File: src/rtl/viterbi_pkg.sv
// Shared definitions for the Viterbi decoder control path and its datapath blocks.
package viterbi_pkg;
  localparam int FRAME_LEN  = 20;
  localparam int IDX_W      = 5;
  localparam int TB_TIMEOUT = 64;
  localparam int NUM_ST     = 256;
  localparam int ST_W       = 8;

  typedef enum logic [2:0] {
    ST_IDLE = 3'd0,
    ST_INIT = 3'd1,
    ST_ACS  = 3'd2,
    ST_SEL  = 3'd3,
    ST_TB   = 3'd4,
    ST_OUT  = 3'd5
  } state_t;
endpackage

File: src/rtl/viterbi_ctrl_if.sv
// Symbol-input and decoded-frame-output handshakes of the Viterbi controller.
interface viterbi_ctrl_if;
  // A beat transfers on a rising edge where valid and ready are both high.
  // o_out_valid is held until accepted; the symbol source may insert bubbles
  // by lowering i_sym_valid, and o_sym_ready never depends on i_sym_valid.
  logic i_sym_valid;
  logic o_sym_ready;
  logic o_out_valid;
  logic i_out_ready;

  modport slave  (input  i_sym_valid, i_out_ready, output o_sym_ready, o_out_valid);
  modport master (output i_sym_valid, i_out_ready, input  o_sym_ready, o_out_valid);
endinterface

File: src/rtl/viterbi_step_cnt.sv
// Loadable single-direction index counter with a terminal-count flag.
module viterbi_step_cnt
  import viterbi_pkg::*;
#(
  parameter int W    = IDX_W,
  parameter int LAST = FRAME_LEN - 1,
  parameter bit UP   = 1'b1
) (
  input  logic         clk,
  input  logic         rst,
  input  logic         load_i,
  input  logic [W-1:0] load_val_i,
  input  logic         en_i,
  output logic [W-1:0] cnt_o,
  output logic         tc_o
);
  logic [W-1:0] cnt_q, cnt_d;

  // Load wins over counting; saturation is left to the caller via tc_o.
  always_comb begin
    cnt_d = cnt_q;
    if (load_i) begin
      cnt_d = load_val_i;
    end else if (en_i) begin
      cnt_d = UP ? cnt_q + W'(1) : cnt_q - W'(1);
    end
  end

  always_ff @(posedge clk) begin
    if (rst) begin
      cnt_q <= '0;
    end else begin
      cnt_q <= cnt_d;
    end
  end

  assign cnt_o = cnt_q;
  assign tc_o  = UP ? (cnt_q == W'(LAST)) : (cnt_q == '0);
endmodule

File: src/rtl/viterbi_ctrl.sv
// Frame sequencer for the Viterbi decoder: clear, ACS steps, min-node select,
// traceback, then hand the decoded frame downstream.
module viterbi_ctrl
  import viterbi_pkg::*;
#(
  parameter int FRAME_LEN  = viterbi_pkg::FRAME_LEN,
  parameter int IDX_W      = viterbi_pkg::IDX_W,
  parameter int TB_TIMEOUT = viterbi_pkg::TB_TIMEOUT
) (
  input  logic             clk,
  input  logic             rst,
  input  logic             i_start,
  input  logic             i_abort,
  viterbi_ctrl_if.slave    hs,
  output logic             o_clr_metric,
  output logic             o_en_acs,
  output logic [IDX_W-1:0] o_step_idx,
  output logic             o_en_sel,
  input  logic             i_sel_done,
  output logic             o_en_t,
  output logic [IDX_W-1:0] o_tb_idx,
  input  logic             i_tb_done,
  output logic             o_busy,
  output logic             o_err,
  output state_t           o_dbg_state
);
  localparam int TO_W = $clog2(TB_TIMEOUT + 1);
  localparam logic [IDX_W-1:0] LAST_IDX = IDX_W'(FRAME_LEN - 1);

  state_t          state_q, state_d;
  logic [TO_W-1:0] to_q;
  logic            clr_metric_q, en_sel_q, en_t_q, out_valid_q, busy_q, err_q;
  logic            sym_ready, accept, abort_act, sel_to_tb, timeout;
  logic            step_tc, tb_tc;

  assign sym_ready = (state_q == ST_ACS);
  assign accept    = hs.i_sym_valid & sym_ready;
  assign abort_act = i_abort & (state_q != ST_IDLE);
  assign sel_to_tb = (state_q == ST_SEL) & i_sel_done & ~i_abort;
  assign timeout   = (state_q == ST_TB) & ~i_tb_done & (to_q == TO_W'(TB_TIMEOUT - 1));

  viterbi_step_cnt #(.W(IDX_W), .LAST(FRAME_LEN - 1), .UP(1'b1)) u_step_cnt (
    .clk        (clk),
    .rst        (rst),
    .load_i     ((state_q == ST_INIT) | abort_act),
    .load_val_i ('0),
    .en_i       (accept & ~step_tc),
    .cnt_o      (o_step_idx),
    .tc_o       (step_tc)
  );

  viterbi_step_cnt #(.W(IDX_W), .LAST(FRAME_LEN - 1), .UP(1'b0)) u_tb_cnt (
    .clk        (clk),
    .rst        (rst),
    .load_i     (sel_to_tb | abort_act),
    .load_val_i (abort_act ? '0 : LAST_IDX),
    .en_i       ((state_q == ST_TB) & ~tb_tc),
    .cnt_o      (o_tb_idx),
    .tc_o       (tb_tc)
  );

  always_comb begin
    state_d = state_q;
    case (state_q)
      ST_IDLE: if (i_start) state_d = ST_INIT;
      ST_INIT: state_d = ST_ACS;
      ST_ACS:  if (accept && step_tc) state_d = ST_SEL;
      ST_SEL:  if (i_sel_done) state_d = ST_TB;
      ST_TB: begin
        if (i_tb_done)    state_d = ST_OUT;
        else if (timeout) state_d = ST_IDLE;
      end
      ST_OUT:  if (hs.i_out_ready) state_d = i_start ? ST_INIT : ST_IDLE;
      default: state_d = ST_IDLE;
    endcase
    // Abort outranks every other transition.
    if (abort_act) state_d = ST_IDLE;
  end

  // Registered strobes are decoded from the next state so they line up with it.
  always_ff @(posedge clk) begin
    if (rst) begin
      state_q      <= ST_IDLE;
      to_q         <= '0;
      clr_metric_q <= 1'b0;
      en_sel_q     <= 1'b0;
      en_t_q       <= 1'b0;
      out_valid_q  <= 1'b0;
      busy_q       <= 1'b0;
      err_q        <= 1'b0;
    end else begin
      state_q      <= state_d;
      to_q         <= (state_q == ST_TB && state_d == ST_TB) ? to_q + TO_W'(1) : '0;
      clr_metric_q <= (state_d == ST_INIT);
      en_sel_q     <= (state_d == ST_SEL);
      en_t_q       <= (state_d == ST_TB);
      out_valid_q  <= (state_d == ST_OUT);
      busy_q       <= (state_d != ST_IDLE);
      if (state_q == ST_IDLE && i_start) begin
        err_q <= 1'b0;
      end else if (timeout && !i_abort) begin
        err_q <= 1'b1;
      end
    end
  end

  assign hs.o_sym_ready = sym_ready;
  assign hs.o_out_valid = out_valid_q;
  assign o_en_acs       = accept;
  assign o_clr_metric   = clr_metric_q;
  assign o_en_sel       = en_sel_q;
  assign o_en_t         = en_t_q;
  assign o_busy         = busy_q;
  assign o_err          = err_q;
  assign o_dbg_state    = state_q;
endmodule

File: src/flat_wrapper.sv
// flat-port wrapper written by rule: the top's interface ports become plain ports
module viterbi_ctrl_flat import viterbi_pkg::*;
#(
  parameter int FRAME_LEN  = viterbi_pkg::FRAME_LEN,
  parameter int IDX_W      = viterbi_pkg::IDX_W,
  parameter int TB_TIMEOUT = viterbi_pkg::TB_TIMEOUT
)
  (clk, rst, i_start, i_abort, o_clr_metric, o_en_acs, o_step_idx, o_en_sel, i_sel_done, o_en_t, o_tb_idx, i_tb_done, o_busy, o_err, o_dbg_state, hs_i_sym_valid, hs_i_out_ready, hs_o_sym_ready, hs_o_out_valid);
  viterbi_ctrl_if hs_i ();
  input  logic clk;
  input  logic rst;
  input  logic i_start;
  input  logic i_abort;
  output logic o_clr_metric;
  output logic o_en_acs;
  output logic [IDX_W-1:0] o_step_idx;
  output logic o_en_sel;
  input  logic i_sel_done;
  output logic o_en_t;
  output logic [IDX_W-1:0] o_tb_idx;
  input  logic i_tb_done;
  output logic o_busy;
  output logic o_err;
  output state_t o_dbg_state;
  input wire logic [$bits(hs_i.i_sym_valid)-1:0] hs_i_sym_valid;
  input wire logic [$bits(hs_i.i_out_ready)-1:0] hs_i_out_ready;
  output wire logic [$bits(hs_i.o_sym_ready)-1:0] hs_o_sym_ready;
  output wire logic [$bits(hs_i.o_out_valid)-1:0] hs_o_out_valid;
  assign hs_i.i_sym_valid = hs_i_sym_valid;
  assign hs_i.i_out_ready = hs_i_out_ready;
  assign hs_o_sym_ready = hs_i.o_sym_ready;
  assign hs_o_out_valid = hs_i.o_out_valid;
  viterbi_ctrl #(.FRAME_LEN(FRAME_LEN), .IDX_W(IDX_W), .TB_TIMEOUT(TB_TIMEOUT)) u_core (.clk(clk), .rst(rst), .i_start(i_start), .i_abort(i_abort), .hs(hs_i), .o_clr_metric(o_clr_metric), .o_en_acs(o_en_acs), .o_step_idx(o_step_idx), .o_en_sel(o_en_sel), .i_sel_done(i_sel_done), .o_en_t(o_en_t), .o_tb_idx(o_tb_idx), .i_tb_done(i_tb_done), .o_busy(o_busy), .o_err(o_err), .o_dbg_state(o_dbg_state));
endmodule
File: config.mk
export PLATFORM = sky130hd
export DESIGN_NAME = viterbi_ctrl_flat
export DESIGN_NICKNAME = d
export VERILOG_FILES = /design/src/rtl/viterbi_pkg.sv /design/src/rtl/viterbi_ctrl_if.sv /design/src/rtl/viterbi_step_cnt.sv /design/src/rtl/viterbi_ctrl.sv /design/src/flat_wrapper.sv
export SDC_FILE = /design/constraint.sdc
export NUM_CORES = 1
export LEC_CHECK = 0
export BUFFER_PORTS_ARGS = -buffer_cell sky130_fd_sc_hd__buf_2
export CORE_AREA = 10 10 65 67
export CTS_CLUSTER_DIAMETER = 80
export CTS_CLUSTER_SIZE = 16
export DETAILED_ROUTE_END_ITERATION = 10
export DIE_AREA = 0 0 75 77
export PLACE_DENSITY = 0.72
export SYNTH_ARGS = -nofsm -noshare
export SYNTH_HDL_FRONTEND = slang
export SYNTH_SLANG_ARGS = --single-unit
File: constraint.sdc
create_clock -name clk -period 1.47 [get_ports clk]
set_input_delay 0.294 -clock clk [delete_from_list [all_inputs] [get_ports clk]]
set_output_delay 0.294 -clock clk [all_outputs]
set_load 0.1 [all_outputs]
; ---- Word-level counts from Yosys, hierarchy flattened
; Cells that the tools add are included.
[classes]
n_addsub = 3
n_eq_ne = 11
n_mux = 12
n_bitwise = 15
reduce_logical = 13
[ops]
columns = cell, count
row1 = 3-bit two-way mux, 7
row2 = 3-bit one-hot mux with 6 select lines, 1
row3 = 5-bit two-way mux, 3
row4 = 3-bit equality test (second input constant), 4
row5 = 3-bit by 2-bit equality test with 1-bit output (second input constant), 3
row6 = 1-bit AND, 8
row7 = 7-bit by 1-bit adder with 7-bit output (second input constant), 1
row8 = 7-bit by 6-bit equality test with 1-bit output (second input constant), 1
row9 = 3-bit by 1-bit equality test with 1-bit output (second input constant), 2
row10 = 3-bit nonzero test, 2
row11 = 2-bit OR reduction, 3
row12 = 5-bit by 1-bit adder with 5-bit output (second input constant), 1
row13 = 5-bit equality test (second input constant), 1
row14 = 5-bit logical NOT, 1
row15 = 1-bit inverter, 5
row16 = 5-bit by 1-bit subtractor with 5-bit output (second input constant), 1
row17 = 1-bit logical AND, 4
row18 = 3-bit logical NOT, 1
row19 = 1-bit bitwise OR, 2
row20 = 2-bit nonzero test, 1
row21 = 1-bit logical NOT, 1
row22 = 1-bit two-way mux, 1
[word_totals]
ff_bits = 26
word_cells = 64

; ---- Depth between registers and ports, before layout
; Gate-level depths: netlist of run 1.
[depth]
depth_word = 11
ltp_mapped = 7

; ---- Modules after synthesis
; A second synthesis of run 1 with hierarchy kept.
[unflattened]
hier_cells = 150
area_unflattened_um2 = 1382.6
[by_module_without_submodules]
columns = module, instances, cells_per_inst, area_per_inst_um2, seq_area_each_um2
row1 = viterbi_ctrl, 1, 88, 835.8, 320.3
row2 = viterbi_step_cnt at u_core.u_tb_cnt, 1, 32, 281.5, 100.1
row3 = viterbi_step_cnt at u_core.u_step_cnt, 1, 30, 265.3, 100.1

; ---- Worst setup path before layout of run 1
; No wires, ideal clock.
[synth_path]
path_kind = register to output
from = register u_core.state_q[1] (netlist: u_core.o_dbg_state[1])
to = output hs_o_sym_ready
arrival_time_ns = 2.626
required_ns = 1.176
setup_slack_ns = -1.450
path_stages_with_launch = 4
path_buffers = 1
cell_sequence = dfxtp_1 > buf_6 > nand2b_1 > nor2_1
[synth_between]
elab_chain_len = 1
[synth_lines]
columns = item, line
row1 = from (decl), viterbi_ctrl.sv:30  ; state_t state_q, state_d;
row2 = from (signal assigned), viterbi_ctrl.sv:92  ; state_q <= state_d;
row3 = 3-bit by 2-bit equality test with 1-bit output, viterbi_ctrl.sv:36  ; assign sym_ready = (state_q == ST_ACS);
row4 = to (decl), flat_wrapper.sv:27  ; output wire logic [$bits(hs_i.o_sym_ready)-1:0] hs_o_sym_ready;
; Every way passes these cells.

; ---- Worst setup path in the final report of run 1
; Same ends and word-level chain as after synthesis.

==> results.toml, run 1 <==
[synth]
synthTopCellsByCount = "26 x dfxtp_1, 18 x nor2_1, 8 x nor3_2, 7 x a31oi_1"
synth_edf_count = 0
yosysMostFrequentCell = "dfxtp_1"
yosysSeqAreaShare = 0.3827
synthCells = 143
yosys_warnings = 0
postSynthAreaPerCell_sq_um = 9.511
ys_seq_elements = 26
synth.distinct_cells = 43
synth_nets = 155
synth_top_area_frac = 0.3827
synth_largest_area_cell = "dfxtp_1"
synthArstFlopShare = 0
synth_area_sq_um = 1360
synthTopCellsByArea = "dfxtp_1 38%, nor3_2 5.9%, nor2_1 5.0%"
synth_ff_type = "dfxtp_1"

[place]
gp_congestion = 0.8322
dp_cells = 221
placed_area_sq_um = 1889
io_buffer_count = 28
dp_hpwl_mm = 2.781
dp_slack_ns = -0.2830

[final_layout]
fin_area_sq_um = 2232
layout-drive-gt1-share = 0.6010
fin_cells = 241
final_core_utilization = 0.7496
multi_input_area_sq_um = 963.4
seq_area_sq_um = 556.8
fillers = 191
num_antenna_cells = 0
area_delta_synth_final_pct = 64.12
final_nets = 221

[worst_setup_path]
crit_top_cell = "buf_6"
end_kind = "output port"
crit_family = "flip-flops"
cp.arrival_ns = 1.34
cpMaxStageDelayCell = "dfxtp_4"
crit_path_start_kind = "flop"
max_stage_delay_ns = 0.41
critical_path_peak_fanout = 5
crit_type = "reg -> out"
worstPathRequired_ns = 1.18
crit_buf_inv = 3
crit_chain = "buf_6 -> buf_6 -> nand2b_4 -> nor2_4 -> buf_12"

[detailed_routing]
drt_wl_total_mm = 4.430
via_per_inst = 5.589
ant_nets = 0
vias = 1347
detail_route.wl_per_cell_um = 18.38
drc = 0
first_pass_iters = 4
drt-initial-drc-count = 65

[global_routing]
grt_usage = 0.1481
antenna_found_initial = 0
grt_max_degree = 15
grt_pass1_wl_mm = 6.720
use_met2 = 0.2472
grt_use_met1 = 0.1611
grt_pass1_vias = 1382
overflow = 0
grt-busiest-layer = "met2"
grtUsageMet3 = 0.04633

[sta]
worst_pin_slew_ns = 0.4915
post-route-min-period_ns = 1.633
finalWorstSetupSlack_ns = -0.1633
worst_clock_skew_ns = 0.01273
finalCritPeriodShare = 1.111
max_freq_ghz = 0.6122
grt_setup_unrepaired = "true"
maxSlewViolCount = 0
hold_ws_ns = 0.1958
setup_violations = 21
finalHoldViolations = 0
slew_headroom = 0.6746

[outcome]
violations = "negative setup slack"
status = "finished with violations"

[clock_network]
clkSinkCount = 26
clockBufferDepth = 2
cts-hold-fix-buffers = 0
cts_tree = "done"
root_buffer = "clkbuf_4"
clkLatencyLatePin_ns = 0.34
clk_pin_slew_worst_paths_ns = 0.15
htreeDepth = 1
cts_buffers = 3

[power_and_ir_drop]
max-vdd-ir-drop_mv = 0.5355
p_per_area_nw_per_um2 = 633.1
p_leak_nw = 0.8990

[floorplan]
core-area_sq_um = 2978
dieHeight_um = 77
ios = 29
dieArea_sq_um = 5775
die_w_um = 75
rows = 20
start_util = 0.4567

[flow_run]
cap_violations = 0

[worst_hold_path]
hold_class = "in -> reg"
[cell families after synthesis]
| logic type | count (synthesis) | synth area share |
|---|---|---|
| and+or+nand+nor | 64 | 0.3128 |
| DFF | 26 | 0.3827 |
| AOI/OAI and AO/OA | 24 | 0.1325 |
| buffers and inverters | 13 | 0.05703 |
| xor gates and xnor gates | 11 | 0.07084 |
| adders and majority gates | 4 | 0.03680 |
| muxes | 1 | 0.007360 |
[final cells by class]
type / count / area share
inverter: 5 / 0.009529
tap: 33 / 0.01850
clock buffer: 4 / 0.01626
sequential: 26 / 0.2494
multi-input combinational: 104 / 0.4316
timing repair buffer: 69 / 0.2747
[layout by cell type, fill, tap and decap left out, drive strengths merged, types with 3 or more instances in the layout]
cell type	synthesis	layout
xor2	6	6
inv	5	5
nor3	11	11
nand3	3	3
dfxtp	26	26
clkbuf	0	7
o21ai	3	3
o21bai	4	4
nand4	5	5
nor2	19	19
a31oi	8	8
ha	4	4
nand2	6	6
buf	8	66
a21oi	3	3
xnor2	5	5
[power breakdown]
| group | internal, mW | leakage, nW | switching, mW |
|---|---|---|---|
| Combinational | 0.122 | 0.658 | 0.198 |
| Sequential | 0.705 | 0.220 | 0.0141 |
| Clock | 0.152 | 0.0210 | 0.222 |
| Total | 0.979 | 0.899 | 0.435 |
[final timing paths]
check                        startpoint                       end  slack, ns  cells after the start
setup reg to reg  u_core.o_dbg_state[1]            u_core.to_q[5]      -0.12                      4
setup / recovery  u_core.o_dbg_state[1]            hs_o_sym_ready      -0.16                      5
hold reg to reg          u_core.to_q[0]            u_core.to_q[0]       0.55                      2
hold / removal                      rst  u_core.u_tb_cnt.cnt_o[0]       0.20                      2
[layer usage]
| layer | part of all wire | routed length [um] | up-vias |
|---|---|---|---|
| li1 | - | - | 649 |
| met1 | 0.39 | 1731 | 662 |
| met2 | 0.54 | 2380 | 25 |
| met3 | 0.048 | 212 | 11 |
| met4 | 0.024 | 106 | 0 |
| met5 | 0 | 0 | - |
[repair_timing]
item	in CTS	in global routing
buffers inserted	11	6
cloned	0	0
gates resized for setup	24	19
pin swaps	20	10
endpoints found under the setup margin	23	30
[worst register-to-register path, cell delays in order (launching register included)]
cell,delay (ns)
dfxtp_4,0.39
buf_4,0.16
nor4b_4,0.27
or3b_4,0.49
nor3_2,0.19
[flip-flops by register name, summed over array words and instances (netlist names)]
| signal | cells |
|---|---|
| u_core.o_en_t | 1 |
| u_core.hs.o_out_valid | 1 |
| u_core.o_err | 1 |
| u_core.to_q | 7 |
| u_core.o_dbg_state | 3 |
| u_core.u_step_cnt.cnt_o | 5 |
| u_core.o_busy | 1 |
| u_core.o_en_sel | 1 |
| u_core.o_clr_metric | 1 |
| u_core.u_tb_cnt.cnt_o | 5 |
[per-stage QoR]
step / setup TNS, ns / total power, mW
finish: -1.784 / 1.413
detailed placement: -2.376 / 0.9994
floorplan: -4.582 / 0.9044
global placement: -1.543 / 0.9951
CTS: -1.137 / 1.381
global route: -3.080 / 1.464
Note: power is estimated with default switching activity, not from simulation.
==> inputs of run 2 (changes only) <==
Settings changed: CTS_BUF_LIST set to sky130_fd_sc_hd__clkbuf_16.
==> run 2 against run 1 <==
The run still ends with negative setup slack left. Worst hold slack better by 0.081 ns. Worst setup slack better by 0.060 ns. Die area unchanged. Critical path depth is 1 higher. First-iteration DRC count is 60% higher. Sequential power about the same. Non-clock buffer count shrank 5. Sequential share of layout area up 0.13 points. Routed wire length fell by 1.5%. Largest cell class unchanged. Largest power group unchanged. Highest routed layer unchanged.
==> results.toml, run 2 (synthesized netlist as in run 1, its figures left out) <==
[worst_setup_path]
r2r-end = "u_core.u_tb_cnt.cnt_o[0]"
crit_family = "simple AND/OR/NAND/NOR gates"
crit_type = "reg -> reg"
end_kind = "flop"
critical_path_peak_fanout = 6
max_stage_delay_ns = 0.51
crit_start = "u_core.u_tb_cnt.cnt_o[1]"
worstPathRequired_ns = 1.62
r2r_cells = 6
rrSetupSlack_ns = -0.10
crit_buf_inv = 1
crit_path_start_kind = "flop"
cp.arrival_ns = 1.72
cpMaxStageDelayCell = "or4b_4"
crit_chain = "inv_4 -> ha_4 -> or4b_4 -> nor4bb_4 -> o21ai_1 -> a31oi_1"
reg2reg_from = "u_core.u_tb_cnt.cnt_o[1]"

[place]
io_buffer_count = 28
placed_area_sq_um = 1889
dp_slack_ns = -0.2830
dp_hpwl_mm = 2.781
gp_congestion = 0.8322
dp_cells = 221

[floorplan]
start_util = 0.4567
core-area_sq_um = 2978
die_w_um = 75
rows = 20
ios = 29
dieArea_sq_um = 5775
dieHeight_um = 77

[power_and_ir_drop]
p_int_mw = 1.179
p_leak_nw = 0.8855
switchingPower_mw = 0.4447
max-vdd-ir-drop_mv = 0.8292
total_power_mw = 1.623
p_clk_frac = 0.370
p_per_area_nw_per_um2 = 730.9
p_comb_frac = 0.188
seq_power_share = 0.442
sw_frac_of_total = 0.2740

[outcome]
status = "finished with violations"
violations = "negative setup slack"

[sta]
worst_clock_skew_ns = 0.006816
finalCritPeriodShare = 1.070
finalWorstSetupSlack_ns = -0.1032
hold_ws_ns = 0.2769
maxSlewViolCount = 0
slew_headroom = 0.6719
worst_pin_slew_ns = 0.4956
setup_violations = 11
finalHoldViolations = 0
finalSetupTns_ns = -0.5697
grt_setup_unrepaired = "true"
post-route-min-period_ns = 1.573
max_freq_ghz = 0.6356

[clock_network]
clockBufferDepth = 2
clkLatencyLatePin_ns = 0.26
clk_pin_slew_worst_paths_ns = 0.07
clkSinkCount = 26
cts_buffers = 3
root_buffer = "clkbuf_16"
cts_tree = "done"
htreeDepth = 1

[global_routing]
overflow = 0
antenna_found_initial = 0
grt_max_degree = 15
grt_pass1_wl_mm = 6.699
grt_usage = 0.1466
grt_pass1_vias = 1354

[worst_hold_path]
hp-start = "i_start"
hold_class = "in -> reg"
min_path_cells = 2
min_to = "u_core.o_err"

[detailed_routing]
via_per_inst = 5.703
detail_route.wl_per_cell_um = 18.48
first_pass_iters = 4
ant_nets = 0
vias = 1346
drt_wl_total_mm = 4.362
drt-initial-drc-count = 104
drc = 0

[final_layout]
layout-drive-gt1-share = 0.5862
layout_commonest_cell = "buf_4"
final_nets = 216
final_core_utilization = 0.7458
final_cell_mix = "27 x buf_4, 21 x buf_2, 16 x nor2_1, 11 x dfxtp_1"
fin_area_sq_um = 2221
fin_cells = 236
fillers = 198
largest_register_ffs = 7
regMostFlops = "u_core.to_q"
num_antenna_cells = 0
area_delta_synth_final_pct = 63.29

[flow_run]
cap_violations = 0
## run 2: worst max path at each step
stage	end	slack, ns	depth (start not counted)
global placement	u_core.to_q[5]	-0.17	5
detailed placement	u_core.to_q[3]	-0.28	5
CTS	u_core.to_q[3]	-0.07	5
finish	u_core.u_tb_cnt.cnt_o[0]	-0.10	6
global route	u_core.to_q[3]	-0.15	4
floorplan	u_core.u_step_cnt.cnt_o[1]	-0.31	5
## run 2: timing repair
item / 4_1_cts / 5_1_grt
pin swaps: 14 / 16
hold buffers: 0 / 0
setup buffers: 10 / 1
resized for setup: 18 / 18
cloned: 0 / 0
hold endpoints to repair: 0 / 0
setup endpoints to repair: 17 / 26
## run 2: area by class of cell
class	instances	area (sq um)	area share
Multi-Input combinational cell	104	962.2	0.4332
Clock inverter	1	3.754	0.001690
Sequential cell	26	556.8	0.2507
Inverter	5	23.77	0.01070
Tap cell	33	41.29	0.01859
Timing Repair Buffer	64	558.0	0.2513
Clock buffer	3	75.07	0.03380
## run 2: power groups by stage
stage	Clock, mW	Sequential (mW)	Combinational, mW
2_1_floorplan	0	0.801	0.103
3_3_place_gp	0	0.733	0.262
3_5_place_dp	0	0.734	0.266
4_1_cts	0.601	0.717	0.284
5_1_grt	0.640	0.718	0.318
6_report	0.600	0.718	0.305
## run 2: routing by layer
metal / up-vias / global-route usage / wire [um]
met3: 12 / 0.04118 / 287
met4: 0 / 0.04167 / 116
li1: 633 / - / -
met5: - / 0 / 0
met1: 651 / 0.1634 / 1691
met2: 50 / 0.2575 / 2266
